===== config.mk =====
export PLATFORM = sky130hd
export DESIGN_NAME = ordered_rw_arbiter
export DESIGN_NICKNAME = d
export VERILOG_FILES = /design/src/rtl/ordered_rw_arbiter.sv
export SDC_FILE = /design/constraint.sdc
export NUM_CORES = 1
export LEC_CHECK = 0
export ABC_CLOCK_PERIOD_IN_PS = 7950
export CAP_MARGIN = 15
export CORE_MARGIN = 4
export CORE_UTILIZATION = 25
export DETAILED_ROUTE_END_ITERATION = 8
export GPL_TIMING_DRIVEN = 0
export SLEW_MARGIN = 20
export SYNTH_ARGS = -nofsm -noshare
export SYNTH_HDL_FRONTEND = slang
export SYNTH_SLANG_ARGS = --single-unit

===== constraint.sdc =====
create_clock -name clk -period 7.95 [get_ports clk]
set_input_delay 1.9875 -clock clk [delete_from_list [all_inputs] [get_ports clk]]
set_output_delay 1.9875 -clock clk [all_outputs]
set_load 0.01 [all_outputs]

===== src/rtl/ordered_rw_arbiter.sv =====
// Issue-order reader/writer arbiter guarding a shared condition register.
// Readers may hold the lock together; a writer holds it alone. Age comes from
// each requester's issue id compared modulo 2^ID_WIDTH, lower port breaks ties.
module ordered_rw_arbiter #(
  parameter int NUM_PORTS = 4,
  parameter int ID_WIDTH  = 4
) (
  input  logic                                 clk,
  input  logic                                 rst,
  input  logic [NUM_PORTS-1:0]                 req_read,
  input  logic [NUM_PORTS-1:0]                 req_write,
  input  logic [NUM_PORTS-1:0][ID_WIDTH-1:0]   req_issue_id,
  input  logic [NUM_PORTS-1:0]                 release_lock,
  output logic [NUM_PORTS-1:0]                 grant,
  output logic                                 lock_busy,
  output logic                                 writer_active,
  output logic [$clog2(NUM_PORTS+1)-1:0]       holder_count
);

  localparam int CNT_W = $clog2(NUM_PORTS+1);

  typedef enum logic [1:0] {
    ST_IDLE,
    ST_SHARED,
    ST_EXCL
  } state_t;

  state_t               state_q, state_d;
  logic [NUM_PORTS-1:0] grant_q, grant_d;
  logic                 busy_q, busy_d;
  logic                 wa_q, wa_d;
  logic [CNT_W-1:0]     cnt_q, cnt_d;

  logic [NUM_PORTS-1:0] held;
  logic [NUM_PORTS-1:0] pend;
  logic [NUM_PORTS-1:0] pend_w;
  logic [NUM_PORTS-1:0] pend_r;
  logic [NUM_PORTS-1:0] oldest;
  logic [NUM_PORTS-1:0] p_onehot;
  logic [NUM_PORTS-1:0] rd_ok;
  logic                 found;

  // Port a is ahead of port b: older by wrap-around id, or same id and lower index.
  function automatic logic is_before(input logic [ID_WIDTH-1:0] id_a,
                                     input logic [ID_WIDTH-1:0] id_b,
                                     input int port_a,
                                     input int port_b);
    logic [ID_WIDTH-1:0] diff;
    diff = id_a - id_b;
    return diff[ID_WIDTH-1] | ((id_a == id_b) & (port_a < port_b));
  endfunction

  function automatic logic [CNT_W-1:0] popcount(input logic [NUM_PORTS-1:0] v);
    logic [CNT_W-1:0] c;
    c = '0;
    for (int i = 0; i < NUM_PORTS; i++) c = c + CNT_W'(v[i]);
    return c;
  endfunction

  // Arbitration: apply releases, find the oldest pending port and eligible readers, pick next holders.
  always_comb begin
    held   = grant_q & ~release_lock;
    pend   = (req_read | req_write) & ~grant_q & ~release_lock;
    pend_w = pend & req_write;
    pend_r = pend & ~req_write;

    oldest = pend;
    rd_ok  = pend_r;
    for (int i = 0; i < NUM_PORTS; i++) begin
      for (int j = 0; j < NUM_PORTS; j++) begin
        if (j != i && pend[j] && is_before(req_issue_id[j], req_issue_id[i], j, i))
          oldest[i] = 1'b0;
        if (pend_w[j] && !is_before(req_issue_id[i], req_issue_id[j], i, j))
          rd_ok[i] = 1'b0;
      end
    end

    // Guard against several "oldest" candidates if ids span more than half the id space.
    p_onehot = '0;
    found    = 1'b0;
    for (int i = 0; i < NUM_PORTS; i++) begin
      if (oldest[i] && !found) begin
        p_onehot[i] = 1'b1;
        found       = 1'b1;
      end
    end

    grant_d = held;
    state_d = state_q;
    if (held == '0) begin
      if (!found) begin
        state_d = ST_IDLE;
      end else if ((p_onehot & req_write) != '0) begin
        grant_d = p_onehot;
        state_d = ST_EXCL;
      end else begin
        grant_d = rd_ok;
        state_d = ST_SHARED;
      end
    end else if (state_q == ST_SHARED) begin
      grant_d = held | rd_ok;
    end

    busy_d = (grant_d != '0);
    wa_d   = (state_d == ST_EXCL);
    cnt_d  = popcount(grant_d);
  end

  // State and registered outputs; reset drops every holder immediately.
  always_ff @(posedge clk) begin
    if (rst) begin
      state_q <= ST_IDLE;
      grant_q <= '0;
      busy_q  <= 1'b0;
      wa_q    <= 1'b0;
      cnt_q   <= '0;
    end else begin
      state_q <= state_d;
      grant_q <= grant_d;
      busy_q  <= busy_d;
      wa_q    <= wa_d;
      cnt_q   <= cnt_d;
    end
  end

  assign grant         = grant_q;
  assign lock_busy     = busy_q;
  assign writer_active = wa_q;
  assign holder_count  = cnt_q;

  a_single_writer: assert property (@(posedge clk) disable iff (rst)
    (state_q == ST_EXCL) |-> (popcount(grant_q) == CNT_W'(1)));
  a_count_match: assert property (@(posedge clk) disable iff (rst)
    cnt_q == popcount(grant_q));
  a_busy_match: assert property (@(posedge clk) disable iff (rst)
    busy_q == (cnt_q != '0));
  a_wa_match: assert property (@(posedge clk) disable iff (rst)
    wa_q == (state_q == ST_EXCL));

endmodule


==> impl_metrics.tcl <==
set metrics [dict create \
    status "finished, final reports clean" \
    synth-async-reset-ratio_pct 0 \
    vias 1772 \
    port_buffers 38 \
    synth.largest_area_cell "ha_1" \
    fp.dieArea_um2 8780 \
    slew_viol_final 0 \
    rows 30 \
    die_y_um 93.7 \
    synth_ff_type "dfxtp_1" \
    drc 0 \
    die_w_um 93.7 \
    root_buffer "clkbuf_8" \
    htree_levels 1 \
    final_area_um2 2380 \
    clk_pin_slew_ns 0.05 \
    wl_per_cell_um 13.7 \
    r2r_cells 11 \
    num_antenna_cells 0 \
    cts-buffers-inserted 3 \
    fill_cells 733 \
    cts_sinks 11 \
    endpoint_kind "register" \
    period_share_pct 73.8 \
    cts_tree "done" \
    required_ns 8.06 \
    critPathMaxFanout 5 \
    yosys_warnings 0 \
    max_freq_ghz 0.170 \
    cts_max_path_buffers 2 \
    cellPowerDensity_nw_per_um2 142 \
    arrival_ns 5.97 \
    hold_slack_ns 0.581 \
    max_stage_delay_ns 0.58 \
    hold_viol 0 \
    register_area_um2 220 \
    yosys-top-cells-area "ha_1 (27%), dfxtp_1 (12%), inv_1 (4.1%)" \
    grt_max_degree 11 \
    synth_top_area_share_pct 26.6 \
    fin_util_pct 34.3 \
    groute.usage.overall_pct 11.5 \
    cts_hold_buf 0 \
    critPathTopFamily "adder cells" \
    io_pins 39 \
    yosysUniqueCellTypes 54 \
    crit_path_start "req_issue_id[10]" \
    critical_path.cell_chain "clkdlybuf4s50_1 -> inv_1 -> ha_1 -> nor2b_1 -> a221oi_2 -> xor2_1 -> o221ai_2 -> or3_1 -> nand3_1 -> a21oi_1 -> o21a_1 -> ha_1 -> fa_1 -> ha_1 -> nor2b_1" \
    finalCriticalPeriod_ns 5.87 \
    synth_seq_cells 11 \
    clk_latency_ns 0.23 \
    antenna_left 0 \
    crit_cells 15 \
    crit_buf_inv 2 \
    cts_resized 0 \
    fin_setup_tns_ns 0 \
    setup_viol 0 \
    drive_above_1_share_pct 6.34 \
    gp_congestion 0.861 \
    tightest_slew_ns 0.466 \
    cp-start-kind "input pin" \
    synth_fp_nets 296 \
    leakagePower_nw 1.04 \
    grt_pass1_wl_um 8280 \
    slew_headroom_pct 68.6 \
    maxCapViolCount 0 \
    initial_utilization_pct 26.4 \
    critPathSlowestCell "clkdlybuf4s50_1" \
    crit_type "input pin to register" \
    grt_pass1_vias 1716 \
    nNetsFinal 339 \
    place_area_um2 2340 \
    synth_edf_count 0 \
    syn_area_um2 1840 \
    cts_setup_buffers 0 \
    drt-initial-drc-count 193 \
    hp-class "register to register" \
    crit_end "holder_count[1]" \
    yosysSeqAreaShare_pct 12.0 \
    grt_antenna_before_repair 0 \
    overflow 0 \
    syn_to_final_growth_pct 29.7 \
    routed_wl_um 4990 \
    coreArea_um2 6940 \
    rsz0062_at_grt "false" \
    rr_endpoint "holder_count[1]" \
    ir_worst_vdd_mv 0.0753 \
    dpl.hpwl_um 4360 \
    multi_input_area_um2 1540 \
    reg2reg_from "grant[2]" \
    syn_area_per_cell_um2 8.12 \
    rrSetupSlack_ns 4.82 \
    viasPerCell 4.87 \
    firstDrtPassIters 4 \
    syn_inst 226 \
    cp_common_cell "ha_1" \
    finClkSkew_ns 0.000447 \
]
## where the power goes
| part | leakage, nW | internal (mW) | switching (mW) |
|---|---|---|---|
| Sequential | 0.0903 | 0.0687 | 0.00581 |
| Clock | 0.0228 | 0.0350 | 0.0189 |
| Combinational | 0.930 | 0.0980 | 0.112 |
| Total | 1.04 | 0.202 | 0.137 |
## flip-flops by register name, indices dropped and copies added, names as in the netlist
signal / count
grant: 4
holder_count: 3
state_q: 2
lock_busy: 1
writer_active: 1
## cells in the mapped netlist (all sizes together) (3+ instances only)
cell type / count
a31oi: 7
xor2: 7
nand2b: 6
inv: 20
xnor2: 4
o21a: 7
and3: 3
nand2: 12
nor2: 19
nor2b: 10
o211ai: 5
nand3: 6
ha: 39
dfxtp: 11
o21ai: 17
a211oi: 4
mux2i: 3
a21oi: 13
## tightest hold or removal path: stages, from the launching register on
cell	delay (ns)
dfxtp_1	0.33
a22o_1	0.16
nor2_1	0.04
## cell type report
type,count,share of cell area [%]
timing repair buffer,38,16.0
buffer,1,0.158
inverter,20,3.15
tap,96,5.04
sequential,11,9.25
multi-input combinational,194,64.5
clock buffer,4,1.89
## worst min path at each step
| stage | start | to | slack [ns] | cells after the start |
|---|---|---|---|---|
| 5_1_grt | state_q[0] | writer_active | 0.61 | 2 |
| 3_3_place_gp | state_q[0] | writer_active | 0.56 | 2 |
| 2_1_floorplan | state_q[0] | writer_active | 0.52 | 2 |
| 4_1_cts | state_q[0] | writer_active | 0.58 | 2 |
| 6_report | state_q[0] | writer_active | 0.58 | 2 |
| 3_5_place_dp | state_q[0] | writer_active | 0.58 | 2 |
## kinds of logic after synthesis
group / after synthesis / synth area share, %
muxes: 4 / 2.25
and+or+nand+nor: 64 / 18.3
AOI/OAI and AO/OA: 75 / 29.8
buffers and inverters: 21 / 4.29
DFF: 11 / 12.0
xor gates and xnor gates: 11 / 5.66
adders and majority gates: 40 / 27.7
## layout by cell type, fill, tap and decap left out, types with 3 or more instances in the layout
cell and instances:
nand2b_1 6, mux2i_1 3, clkdlybuf4s50_1 38, dfxtp_1 11, o21a_1 7, xor2_1 6, nor2b_1 10, inv_1 20
a21oi_1 13, a31oi_1 7, o211ai_1 5, o21ai_0 12, ha_1 39, clkbuf_8 3, xnor2_1 4, nor2_1 19
nand3_1 5, nand2_1 12, o21ai_1 5
## metrics by stage
step	std cells	setup WS [ns]	power (mW)
detailed placement	360	1.86	0.285
global route	364	1.84	0.372
finish	364	2.08	0.338
CTS	364	2.09	0.341
global placement	360	1.86	0.283
floorplan	226	2.85	0.212
## layer usage
| metal | GRT usage [%] | vias up | part of all wire, % |
|---|---|---|---|
| met2 | 19.6 | 39 | 48 |
| met3 | 2.00 | 2 | 4.1 |
| met1 | 15.9 | 822 | 48 |
| met5 | 0 | - | 0 |
| met4 | 0.602 | 0 | 0.24 |
| li1 | - | 909 | - |
Power figures use the tool's default switching activity.
